--- config.mk ---
export PLATFORM = sky130hd
export DESIGN_NAME = uart_parity_unit_flat
export DESIGN_NICKNAME = d
export VERILOG_FILES = /design/src/rtl/uart_par_pkg.sv /design/src/rtl/uart_parity_unit_if.sv /design/src/rtl/uart_par_rx_chk.sv /design/src/rtl/uart_parity_unit.sv /design/src/flat_wrapper.sv
export SDC_FILE = /design/constraint.sdc
export NUM_CORES = 1
export LEC_CHECK = 0
export CORE_ASPECT_RATIO = 0.6
export CORE_UTILIZATION = 28
export DETAILED_ROUTE_END_ITERATION = 10
export GPL_ROUTABILITY_DRIVEN = 0
export SYNTH_ARGS = -nofsm -noshare
export SYNTH_HDL_FRONTEND = slang
export SYNTH_HIERARCHICAL = 1
export SYNTH_SLANG_ARGS = --single-unit
--- constraint.sdc ---
create_clock -name i_clk -period 2.4 [get_ports i_clk]
set_input_delay 0.6 -clock i_clk [delete_from_list [all_inputs] [get_ports i_clk]]
set_output_delay 0.6 -clock i_clk [all_outputs]
set_load 0.01 [all_outputs]
--- src/rtl/uart_par_pkg.sv ---
// Shared types and parity helpers for the UART parity unit (TX generator and RX checker).
package uart_par_pkg;

  localparam int unsigned MAX_DATA_W = 9;
  localparam int unsigned LEN_FN_W   = 4;
  localparam int unsigned MIN_LEN    = 5;

  typedef enum logic [1:0] {
    PAR_EVEN  = 2'b00,
    PAR_ODD   = 2'b01,
    PAR_MARK  = 2'b10,
    PAR_SPACE = 2'b11
  } par_mode_e;

  typedef enum logic [1:0] {
    IDLE = 2'b00,
    DATA = 2'b01,
    PAR  = 2'b10
  } rx_state_e;

  // Parity bit over the low 'len' bits of 'data' for the given mode.
  function automatic logic par_calc(input logic [MAX_DATA_W-1:0] data,
                                    input logic [LEN_FN_W-1:0]   len,
                                    input par_mode_e             mode);
    logic x;
    x = 1'b0;
    for (int i = 0; i < MAX_DATA_W; i++) begin
      if (i < int'(len)) x = x ^ data[i];
    end
    case (mode)
      PAR_EVEN:  par_calc = x;
      PAR_ODD:   par_calc = ~x;
      PAR_MARK:  par_calc = 1'b1;
      default:   par_calc = 1'b0;
    endcase
  endfunction

  // Out-of-range lengths fall back to the full data width.
  function automatic logic [LEN_FN_W-1:0] len_clamp(input logic [LEN_FN_W-1:0] len,
                                                    input logic [LEN_FN_W-1:0] max_len);
    if ((len < LEN_FN_W'(MIN_LEN)) || (len > max_len)) len_clamp = max_len;
    else                                                len_clamp = len;
  endfunction

endpackage

--- src/rtl/uart_parity_unit_if.sv ---
// TX parity handshake bundle: word in (valid/ready), parity result out (valid/ack).
interface uart_parity_unit_if #(
  parameter int unsigned DATA_W = 8
);
  logic              i_tx_valid;
  logic [DATA_W-1:0] i_tx_data;
  logic              o_tx_ready;
  logic              o_tx_par_valid;
  logic              o_tx_par_bit;
  logic              i_tx_par_ack;

  modport master (
    output i_tx_valid, i_tx_data, i_tx_par_ack,
    input  o_tx_ready, o_tx_par_valid, o_tx_par_bit
  );

  modport slave (
    input  i_tx_valid, i_tx_data, i_tx_par_ack,
    output o_tx_ready, o_tx_par_valid, o_tx_par_bit
  );
endinterface

--- src/rtl/uart_par_rx_chk.sv ---
// RX parity checker: bit-serial accumulation, parity compare, error flag and
// saturating error counter. Counter present only when UART_PAR_ERR_CNT_EN is defined.
module uart_par_rx_chk
  import uart_par_pkg::*;
#(
  parameter int unsigned DATA_W    = 8,
  parameter int unsigned LEN_W     = $clog2(DATA_W + 1),
  parameter int unsigned ERR_CNT_W = 8
) (
  input  logic                 i_clk,
  input  logic                 i_rst,
  input  logic                 i_cfg_par_en,
  input  logic [1:0]           i_cfg_par_mode,
  input  logic [LEN_W-1:0]     i_cfg_len,
  input  logic                 i_rx_start,
  input  logic                 i_rx_bit_valid,
  input  logic                 i_rx_bit,
  input  logic                 i_err_cnt_clr,
  output logic                 o_rx_par_done,
  output logic                 o_rx_par_err,
  output logic [ERR_CNT_W-1:0] o_err_cnt
);

  rx_state_e        r_state;
  par_mode_e        r_mode;
  logic             r_en;
  logic [LEN_W-1:0] r_len;
  logic [LEN_W-1:0] r_cnt;
  logic             r_acc;
  logic             r_done;
  logic             r_err;

  logic [LEN_W-1:0] w_cfg_len;
  logic             w_last_bit;
  logic             w_par_exp;

  assign w_cfg_len  = LEN_W'(len_clamp(LEN_FN_W'(i_cfg_len), LEN_FN_W'(DATA_W)));
  assign w_last_bit = (r_cnt == (r_len - LEN_W'(1)));
  assign w_par_exp  = par_calc(MAX_DATA_W'(r_acc), LEN_FN_W'(1), r_mode);

  // Frame FSM; a start pulse in any state (re)opens a frame with fresh config.
  always_ff @(posedge i_clk) begin
    if (i_rst) begin
      r_state <= IDLE;
      r_mode  <= PAR_EVEN;
      r_en    <= 1'b0;
      r_len   <= LEN_W'(DATA_W);
      r_cnt   <= '0;
      r_acc   <= 1'b0;
      r_done  <= 1'b0;
      r_err   <= 1'b0;
    end else begin
      r_done <= 1'b0;
      if (i_rx_start) begin
        r_state <= DATA;
        r_mode  <= par_mode_e'(i_cfg_par_mode);
        r_en    <= i_cfg_par_en;
        r_len   <= w_cfg_len;
        r_cnt   <= '0;
        r_acc   <= 1'b0;
      end else begin
        case (r_state)
          DATA: begin
            if (i_rx_bit_valid) begin
              r_acc <= r_acc ^ i_rx_bit;
              r_cnt <= r_cnt + LEN_W'(1);
              if (w_last_bit) begin
                if (r_en) begin
                  r_state <= PAR;
                end else begin
                  r_done  <= 1'b1;
                  r_err   <= 1'b0;
                  r_state <= IDLE;
                end
              end
            end
          end
          PAR: begin
            if (i_rx_bit_valid) begin
              r_done  <= 1'b1;
              r_err   <= (i_rx_bit != w_par_exp);
              r_state <= IDLE;
            end
          end
          default: r_state <= IDLE;
        endcase
      end
    end
  end

  assign o_rx_par_done = r_done;
  assign o_rx_par_err  = r_err;

`ifdef UART_PAR_ERR_CNT_EN
  logic [ERR_CNT_W-1:0] r_err_cnt;

  // Saturating error count; clear wins over a same-cycle increment.
  always_ff @(posedge i_clk) begin
    if (i_rst || i_err_cnt_clr) begin
      r_err_cnt <= '0;
    end else if (r_done && r_err && (r_err_cnt != {ERR_CNT_W{1'b1}})) begin
      r_err_cnt <= r_err_cnt + ERR_CNT_W'(1);
    end
  end

  assign o_err_cnt = r_err_cnt;
`else
  logic w_unused_clr;

  assign w_unused_clr = i_err_cnt_clr;
  assign o_err_cnt    = '0;
`endif

endmodule

--- src/rtl/uart_parity_unit.sv ---
// UART parity unit top: TX parity result register with valid/ready/ack handshake,
// plus the RX parity checker. Error counter gated by UART_PAR_ERR_CNT_EN.
module uart_parity_unit
  import uart_par_pkg::*;
#(
  parameter int unsigned DATA_W    = 8,
  parameter int unsigned LEN_W     = $clog2(DATA_W + 1),
  parameter int unsigned ERR_CNT_W = 8
) (
  input  logic                 i_clk,
  input  logic                 i_rst,
  input  logic                 i_cfg_par_en,
  input  logic [1:0]           i_cfg_par_mode,
  input  logic [LEN_W-1:0]     i_cfg_len,
  uart_parity_unit_if.slave    tx_if,
  input  logic                 i_rx_start,
  input  logic                 i_rx_bit_valid,
  input  logic                 i_rx_bit,
  output logic                 o_rx_par_done,
  output logic                 o_rx_par_err,
  input  logic                 i_err_cnt_clr,
  output logic [ERR_CNT_W-1:0] o_err_cnt
);

  logic r_tx_par_valid;
  logic r_tx_par_bit;

  logic w_tx_ready;
  logic w_tx_accept;
  logic w_tx_par;

  assign w_tx_ready  = !r_tx_par_valid || tx_if.i_tx_par_ack;
  assign w_tx_accept = tx_if.i_tx_valid && w_tx_ready;
  assign w_tx_par    = i_cfg_par_en &&
                       par_calc(MAX_DATA_W'(tx_if.i_tx_data),
                                len_clamp(LEN_FN_W'(i_cfg_len), LEN_FN_W'(DATA_W)),
                                par_mode_e'(i_cfg_par_mode));

  // Result register: loads on accept (ack + accept reloads with no bubble), drops on ack.
  always_ff @(posedge i_clk) begin
    if (i_rst) begin
      r_tx_par_valid <= 1'b0;
      r_tx_par_bit   <= 1'b0;
    end else if (w_tx_accept) begin
      r_tx_par_valid <= 1'b1;
      r_tx_par_bit   <= w_tx_par;
    end else if (tx_if.i_tx_par_ack) begin
      r_tx_par_valid <= 1'b0;
    end
  end

  assign tx_if.o_tx_ready     = w_tx_ready;
  assign tx_if.o_tx_par_valid = r_tx_par_valid;
  assign tx_if.o_tx_par_bit   = r_tx_par_bit;

  uart_par_rx_chk #(
    .DATA_W    (DATA_W),
    .LEN_W     (LEN_W),
    .ERR_CNT_W (ERR_CNT_W)
  ) u_rx_chk (
    .i_clk          (i_clk),
    .i_rst          (i_rst),
    .i_cfg_par_en   (i_cfg_par_en),
    .i_cfg_par_mode (i_cfg_par_mode),
    .i_cfg_len      (i_cfg_len),
    .i_rx_start     (i_rx_start),
    .i_rx_bit_valid (i_rx_bit_valid),
    .i_rx_bit       (i_rx_bit),
    .i_err_cnt_clr  (i_err_cnt_clr),
    .o_rx_par_done  (o_rx_par_done),
    .o_rx_par_err   (o_rx_par_err),
    .o_err_cnt      (o_err_cnt)
  );

endmodule

--- src/flat_wrapper.sv ---
// flat-port wrapper written by rule: the top's interface ports become plain ports
module uart_parity_unit_flat import uart_par_pkg::*;
#(
  parameter int unsigned DATA_W    = 8,
  parameter int unsigned LEN_W     = $clog2(DATA_W + 1),
  parameter int unsigned ERR_CNT_W = 8
)
  (i_clk, i_rst, i_cfg_par_en, i_cfg_par_mode, i_cfg_len, i_rx_start, i_rx_bit_valid, i_rx_bit, o_rx_par_done, o_rx_par_err, i_err_cnt_clr, o_err_cnt, tx_if_i_tx_valid, tx_if_i_tx_data, tx_if_i_tx_par_ack, tx_if_o_tx_ready, tx_if_o_tx_par_valid, tx_if_o_tx_par_bit);
  uart_parity_unit_if #(.DATA_W(DATA_W)) tx_if_i ();
  input  logic i_clk;
  input  logic i_rst;
  input  logic i_cfg_par_en;
  input  logic [1:0] i_cfg_par_mode;
  input  logic [LEN_W-1:0] i_cfg_len;
  input  logic i_rx_start;
  input  logic i_rx_bit_valid;
  input  logic i_rx_bit;
  output logic o_rx_par_done;
  output logic o_rx_par_err;
  input  logic i_err_cnt_clr;
  output logic [ERR_CNT_W-1:0] o_err_cnt;
  input wire logic [$bits(tx_if_i.i_tx_valid)-1:0] tx_if_i_tx_valid;
  input wire logic [$bits(tx_if_i.i_tx_data)-1:0] tx_if_i_tx_data;
  input wire logic [$bits(tx_if_i.i_tx_par_ack)-1:0] tx_if_i_tx_par_ack;
  output wire logic [$bits(tx_if_i.o_tx_ready)-1:0] tx_if_o_tx_ready;
  output wire logic [$bits(tx_if_i.o_tx_par_valid)-1:0] tx_if_o_tx_par_valid;
  output wire logic [$bits(tx_if_i.o_tx_par_bit)-1:0] tx_if_o_tx_par_bit;
  assign tx_if_i.i_tx_valid = tx_if_i_tx_valid;
  assign tx_if_i.i_tx_data = tx_if_i_tx_data;
  assign tx_if_i.i_tx_par_ack = tx_if_i_tx_par_ack;
  assign tx_if_o_tx_ready = tx_if_i.o_tx_ready;
  assign tx_if_o_tx_par_valid = tx_if_i.o_tx_par_valid;
  assign tx_if_o_tx_par_bit = tx_if_i.o_tx_par_bit;
  uart_parity_unit #(.DATA_W(DATA_W), .LEN_W(LEN_W), .ERR_CNT_W(ERR_CNT_W)) u_core (.i_clk(i_clk), .i_rst(i_rst), .i_cfg_par_en(i_cfg_par_en), .i_cfg_par_mode(i_cfg_par_mode), .i_cfg_len(i_cfg_len), .tx_if(tx_if_i), .i_rx_start(i_rx_start), .i_rx_bit_valid(i_rx_bit_valid), .i_rx_bit(i_rx_bit), .o_rx_par_done(o_rx_par_done), .o_rx_par_err(o_rx_par_err), .i_err_cnt_clr(i_err_cnt_clr), .o_err_cnt(o_err_cnt));
endmodule
**Word level (Yosys, flattened, before mapping)**

Cells that the tools add are included.

- Equal/unequal tests: 15
- Add/subtract/negate cells: 2
- Magnitude comparators: 10
- Multiplexer cells: 29
- Reduce and logical (&&, ||, !) cells: 14
- Bitwise logic cells: 11

Operator list:

| cell | count |
|---|---|
| $mux 1 | 19 |
| $lt 3x4->1 const A | 4 |
| $ne 3x3->1 const B | 3 |
| $lt 1x4->1 const A | 2 |
| $lt 2x4->1 const A | 2 |
| $mux 2 | 4 |
| $ne 2x2->1 const B | 4 |
| $xor 1x1->1 | 8 |
| $eq 2x1->1 const B | 3 |
| $eq 2x2->1 const B | 3 |
| $pmux 1 s3 | 2 |
| $reduce_and 3->1 | 2 |
| $reduce_and 6->1 | 1 |
| $add 4x1->4 const B | 1 |
| $eq 4x4->1 | 1 |
| $gt 4x4->1 const B | 1 |
| $logic_not 2->1 | 2 |
| $lt 4x3->1 const B | 1 |
| $mux 4 | 1 |
| $pmux 1 s2 | 2 |
| $pmux 2 s2 | 1 |
| $reduce_bool 2->1 | 2 |
| $sub 4x1->4 const B | 1 |
| $not 1->1 | 3 |
| 6 further kinds | 8 |

- Output and inout bits: 13
- Register bits: 18
- Word-level logic and storage cells: 92
- Input port bits: 23

**Logic depth before layout (Yosys ltp)**

- Depth after elaboration: 22
- Mapped depth: 7
- Depth with buffers taken out: 7

**By module**

The synthesis kept the hierarchy.

Modules (own cells, without submodules):

| module | times used | cells each | sequential area each (sq um) | area each (sq um) |
|---|---|---|---|---|
| uart_par_rx_chk | 1 | 96 | 320.3 | 883.3 |
| uart_parity_unit | 1 | 28 | 40.0 | 244.0 |

**Least setup slack after synthesis**

No wires, ideal clock.

- Path type: input -> register
- Start: input port i_cfg_len[3]
- End: register u_core.r_tx_par_bit, in the netlist u_core/tx_if.o_tx_par_bit
- Required time: 2278 ps
- Stages: 6
- Library setup time: 122 ps
- Slack: 525 ps
- Arrival time: 1753 ps
- Buffers on the path: 0
- Cells stage by stage: nand2b_4 -> o21ai_2 -> xnor3_1 -> xnor2_1 -> a21oi_1 -> a311o_1

- Cells in the longest elaborated chain, start to end: 22
- Elaborated cells on any way between the ends: 30

RTL lines:

| item | RTL line | source |
|---|---|---|
| start: declaration | flat_wrapper.sv:14 | `input logic [LEN_W-1:0] i_cfg_len;` |
| $lt 4x3->1 / $gt 4x4->1 (equally long branches) | uart_par_pkg.sv:41 | `if ((len < LEN_FN_W'(MIN_LEN)) \|\| (len > max_len)) len_clamp = max_len;` |
| $logic_or 1x1->1 | uart_par_pkg.sv:41 |  |
| $mux 4 (*) | uart_par_pkg.sv:41 |  |
| $lt 1x4->1 | uart_par_pkg.sv:28 | `if (i < int'(len)) x = x ^ data[i];` |
| $mux 1 | uart_par_pkg.sv:28 |  |
| $xor 1x1->1 | uart_par_pkg.sv:28 |  |
| $mux 1 | uart_par_pkg.sv:28 |  |
| $xor 1x1->1 | uart_par_pkg.sv:28 |  |
| [... 6 more ...] | - |  |
| $mux 1 | uart_par_pkg.sv:28 |  |
| $xor 1x1->1 | uart_par_pkg.sv:28 |  |
| $mux 1 | uart_par_pkg.sv:28 |  |
| $xor 1x1->1 | uart_par_pkg.sv:28 |  |
| $mux 1 (*) | uart_par_pkg.sv:28 |  |
| $not 1->1 | uart_par_pkg.sv:32 | `PAR_ODD: par_calc = ~x;` |
| $pmux 1 s3 (*) | uart_par_pkg.sv:30 | `case (mode)` |
| $logic_and 1x1->1 (*) | uart_parity_unit.sv:34 | `assign w_tx_par = i_cfg_par_en &&` |
| end signal: assignment | uart_parity_unit.sv:46 | `r_tx_par_bit <= w_tx_par;` |
| end: declaration | uart_parity_unit.sv:26 | `logic r_tx_par_bit;` |

Mark *: on every way between the ends. The rest lies on a longest branch, timed or not.
A chain may end at the register's enable or synchronous reset.

**Worst setup path in the final report**

- Start: input port tx_if_i_tx_par_ack
- End: output port tx_if_o_tx_ready

- Cells in the longest elaborated chain, start to end: 1

RTL lines:

| item | RTL line | source |
|---|---|---|
| start: declaration | flat_wrapper.sv:24 | `input wire logic [$bits(tx_if_i.i_tx_par_ack)-1:0] tx_if_i_tx_par_ack;` |
| $logic_or 1x1->1 | uart_parity_unit.sv:32 | `assign w_tx_ready = !r_tx_par_valid \|\| tx_if.i_tx_par_ack;` |
| end: declaration | flat_wrapper.sv:25 | `output wire logic [$bits(tx_if_i.o_tx_ready)-1:0] tx_if_o_tx_ready;` |

No other way between the ends.

==> tab_implementation.tex <==
\begin{tabular}{lr}
\hline
Metric & Value \\
\hline
\multicolumn{2}{l}{\textbf{Run status}} \\
\quad Result of the run & complete, but fails checks \\
\quad Violated checks & design-rule violations \\
\multicolumn{2}{l}{\textbf{Worst hold path}} \\
\quad Worst hold path stage count & 2 \\
\quad Start point of the worst hold path & u\_core/u\_rx\_chk/o\_rx\_par\_err\$\_SDFFE\_PP0P\_ \\
\quad Tightest Hold Check Type & reg2reg \\
\quad Hold worst-path end & u\_core/u\_rx\_chk/o\_rx\_par\_err\$\_SDFFE\_PP0P\_ \\
\multicolumn{2}{l}{\textbf{Global routing}} \\
\quad Aggregate global routing overflow & 0 \\
\quad Initial antenna violation count & 0 \\
\quad Total global-route track usage & 0.116 \\
\quad Maximum number of pins on one net before global-route repair & 11 \\
\quad Number of global-route vias before repair & 884 \\
\quad Global-route wire length before repair & 3.86 mm \\
\multicolumn{2}{l}{\textbf{Final layout}} \\
\quad Count of fill cells added during filler insertion & 371 \\
\quad Layout Utilization & 0.394 \\
\quad Share of post-route cells with drive strength above 1 & 0.130 \\
\quad Number of antenna repair diodes & 0 \\
\quad Number of nets in the finished design & 183 \\
\quad Final standard cell count with taps included and fillers excluded & 201 \\
\quad Final standard cell area without fillers & 1480 um2 \\
\quad Area delta synth->final & 31.6\% \\
\multicolumn{2}{l}{\textbf{Clock network}} \\
\quad Reg clk slew, reported paths & 0.07 ns \\
\quad Root cell of the clock tree & sky130\_fd\_sc\_hd\_\_clkbuf\_8 \\
\quad Post-CTS Setup Inserts & 0 \\
\quad Depth of the CTS H-tree & 1 \\
\quad Hold-fix buffers, CTS & 0 \\
\quad CTS Sinks & 18 \\
\quad CTS tree & yes \\
\quad Clock tree buffer depth & 2 \\
\quad Source-to-sink clock delay at the later pin of the worst-skew pair & 0.25 ns \\
\quad Number of gates resized after cts & 0 \\
\quad Number of buffers created by CTS & 3 \\
\multicolumn{2}{l}{\textbf{Detailed routing}} \\
\quad Starting DRC count in detailed routing & 21 \\
\quad Number of vias after detailed routing & 870 \\
\quad Via-to-Cell Ratio & 4.33 \\
\quad Remaining number of nets flagged by the antenna check after routing & 0 \\
\quad First-pass iteration count of the detailed router & 7 \\
\quad Total detailed-routing wirelength & 2.21 mm \\
\quad Per-cell routed wire length & 11.0 um \\
\quad DR DRC count & 1 \\
\multicolumn{2}{l}{\textbf{Setup path}} \\
\quad List of cells traversed by the critical path & clkdlybuf4s50\_1, nand2b\_1, clkdlybuf4s50\_1 \\
\quad Kind of launch point of the worst setup path & input port \\
\quad Required arrival time at the worst endpoint & 1.80 ns \\
\quad Worst reg2reg path startpoint & u\_core/u\_rx\_chk/r\_len[0]\$\_SDFFE\_PP0P\_ \\
\quad Largest delay contributor family on the critical path & buffers and inverters \\
\quad Critical Path Max Stage Delay & 0.56 ns \\
\quad CP Buf/Inv Count & 2 \\
\quad R2r endpoint & u\_core/u\_rx\_chk/o\_rx\_par\_err\$\_SDFFE\_PP0P\_ \\
\quad Critical path class & in2out \\
\quad CP Capture Type & output port \\
\quad Worst r2r path cells & 7 \\
\quad Worst-path maximum fanout & 3 \\
\quad Cell at the slowest stage of the critical path & sky130\_fd\_sc\_hd\_\_clkdlybuf4s50\_1 \\
\quad Cell repeated most along the worst path & sky130\_fd\_sc\_hd\_\_clkdlybuf4s50\_1 \\
\quad Minimum setup slack among reg-to-reg paths & 0.41 ns \\
\quad Critical path arrival & 1.76 ns \\
\multicolumn{2}{l}{\textbf{Yosys}} \\
\quad Yosys cell types & 39 \\
\quad Top post-synthesis cells by count & sky130\_fd\_sc\_hd\_\_dfxtp\_1 (18), sky130\_fd\_sc\_hd\_\_nor2\_1 (16), sky130\_fd\_sc\_hd\_\_buf\_4 (8), sky130\_fd\_sc\_hd\_\_inv\_1 (8), sky130\_fd\_sc\_hd\_\_nand2\_1 (8) \\
\quad Post-synthesis cell area & 1130 um2 \\
\quad Sequential fraction of the synthesis area & 0.320 \\
\quad Fraction of post-synthesis cell area in the top cell type by area & 0.320 \\
\quad Biggest area contributors in the synthesized netlist & sky130\_fd\_sc\_hd\_\_dfxtp\_1 (32\%), sky130\_fd\_sc\_hd\_\_buf\_4 (5.3\%), sky130\_fd\_sc\_hd\_\_nor2\_1 (5.3\%) \\
\quad Asr flop ratio synth & 0 \\
\quad Mean instance size in the synthesized netlist & 9.09 um2 \\
\quad Cell with the most instances after synthesis & sky130\_fd\_sc\_hd\_\_dfxtp\_1 \\
\quad Register bit count reported by yosys & 18 \\
\quad Top flip-flop cell by instance count after synthesis & sky130\_fd\_sc\_hd\_\_dfxtp\_1 \\
\quad Synthesis warning total & 6 \\
\quad Count of mapped cells out of synthesis & 124 \\
\quad Number of flops mapped to enable cells by yosys & 0 \\
\quad Post-synth top area cell & sky130\_fd\_sc\_hd\_\_dfxtp\_1 \\
\multicolumn{2}{l}{\textbf{STA}} \\
\quad Tmin final & 2.36 ns \\
\quad Max-slew violation total from the final report & 0 \\
\quad Max Fclk & 0.424 GHz \\
\quad Largest clock skew in the final design & 0.00332 ns \\
\quad Final Hold Viols & 0 \\
\quad Final worst setup slack & 0.0423 ns \\
\quad Finish-stage setup viols & 0 \\
\quad Setup repair after global routing missed its margin & false \\
\quad Fraction of the cycle the final worst path needs & 0.982 \\
\multicolumn{2}{l}{\textbf{Floorplanning}} \\
\quad Horizontal extent of the die & 83.9 um \\
\quad Core area & 3760 um2 \\
\quad DIE AREA & 4290 um2 \\
\quad Effective utilization at floorplan & 0.299 \\
\quad Number of primary I/O pins & 36 \\
\quad Die span in y & 51.2 um \\
\quad Std-Cell Rows & 17 \\
\multicolumn{2}{l}{\textbf{Power and ir drop}} \\
\quad Total power & 673 uW \\
\quad PwrDens & 454 nW/um2 \\
\quad Leakage power total & 0.578 nW \\
\quad Worst voltage drop across the vdd grid & 0.224 mV \\
\multicolumn{2}{l}{\textbf{Place}} \\
\quad Worst slack, placed & -0.0694 ns \\
\quad Dpl hpwl & 1.87 mm \\
\quad Input/output buffers & 26 \\
\quad Cell Area, Placed & 1440 um2 \\
\quad Cell Count Post-Placement & 198 \\
\multicolumn{2}{l}{\textbf{Run}} \\
\quad Reported max-cap violation count & 0 \\
\hline
\end{tabular}
==> flip-flops by register name, indices dropped and copies added, names as in the netlist <==
register / count
u_core/tx_if.o_tx_par_valid: 1
u_core/u_rx_chk/r_en: 1
u_core/u_rx_chk/r_mode: 2
u_core/tx_if.o_tx_par_bit: 1
u_core/u_rx_chk/r_len: 4
u_core/u_rx_chk/o_rx_par_done: 1
u_core/u_rx_chk/r_acc: 1
u_core/u_rx_chk/o_rx_par_err: 1
u_core/u_rx_chk/r_cnt: 4
u_core/u_rx_chk/r_state: 2
==> final cells by class <==
| type | count | area (um2) | area share |
|---|---|---|---|
| Inverter | 8 | 30.0 | 0.0202 |
| Multi-Input combinational cell | 93 | 688 | 0.464 |
| Timing Repair Buffer | 32 | 305 | 0.206 |
| Sequential cell | 18 | 360 | 0.243 |
| Tap cell | 47 | 58.8 | 0.0396 |
| Clock buffer | 3 | 41.3 | 0.0278 |
==> tightest hold or removal path: cells and delay by family (launching register included) <==
| family | cells | cell delay [ns] |
|---|---|---|
| flip-flops | 1 | 0.31 |
| multiplexers | 1 | 0.05 |
| AND/OR/NAND/NOR | 1 | 0.06 |
==> where the power goes <==
group | total (mW) | switching, mW | internal [mW]
combinational | 0.154 | 0.0659 | 0.0879
sequential | 0.315 | 0.00670 | 0.308
clock | 0.205 | 0.0935 | 0.111
==> logic make-up (layout without fill, tap and decap cells) <==
logic type                 after synthesis  count (layout)  synth area share
muxes                                    5               5            0.0444
adders and majority gates                4               4            0.0444
and+or+nand+nor                         45              45             0.223
buffers and inverters                   20              43            0.0932
xor gates and xnor gates                16              16             0.163
AOI/OAI and AO/OA                       15              15             0.109
DFF                                     18              18             0.320
other                                    1               8           0.00333
==> how the worst max path moves through the flow <==
stage | startpoint | to | slack (ns) | cells past startpoint
3_5_place_dp | i_cfg_len[2] | u_core/tx_if.o_tx_par_bit$_SDFFE_PP0P_ | -0.07 | 7
4_1_cts | tx_if_i_tx_par_ack | tx_if_o_tx_ready | 0.04 | 3
6_report | tx_if_i_tx_par_ack | tx_if_o_tx_ready | 0.04 | 3
2_1_floorplan | i_cfg_len[3] | u_core/tx_if.o_tx_par_bit$_SDFFE_PP0P_ | 0.53 | 6
5_1_grt | tx_if_i_tx_par_ack | tx_if_o_tx_ready | 0.001 | 3
3_3_place_gp | i_cfg_len[2] | u_core/tx_if.o_tx_par_bit$_SDFFE_PP0P_ | -0.02 | 7
==> per-layer routing <==
metal	global-route usage	vias to the layer above	wire, um
li1	-	461	-
met2	0.184	21	976
met4	0.0259	0	17
met1	0.152	386	1120
met3	0.0404	2	96
met5	0	-	0
==> per-stage QoR <==
step / hold slack, ns / setup TNS [ns]
after floorplan: 0.460 / 0
after global placement: 0.461 / -0.0202
after detailed placement: 0.462 / -0.0694
after CTS: 0.480 / 0
after global routing: 0.518 / 0
final: 0.476 / 0
==> placed cells by master, fill, tap and decap left out, drive strengths merged, types with 2 or more instances in the layout <==
cell,netlist,final
mux2i,5,5
nand2,8,8
clkbuf,4,3
nor2,16,16
inv,8,8
ha,4,4
nand3,3,3
nand2b,4,4
o21ai,3,3
buf,8,6
clkdlybuf4s50,0,26
a21oi,5,5
nor3,4,4
nand4,2,2
xnor2,8,8
conb,1,8
xor2,6,6
dfxtp,18,18
(Power assumes the default switching activity.)
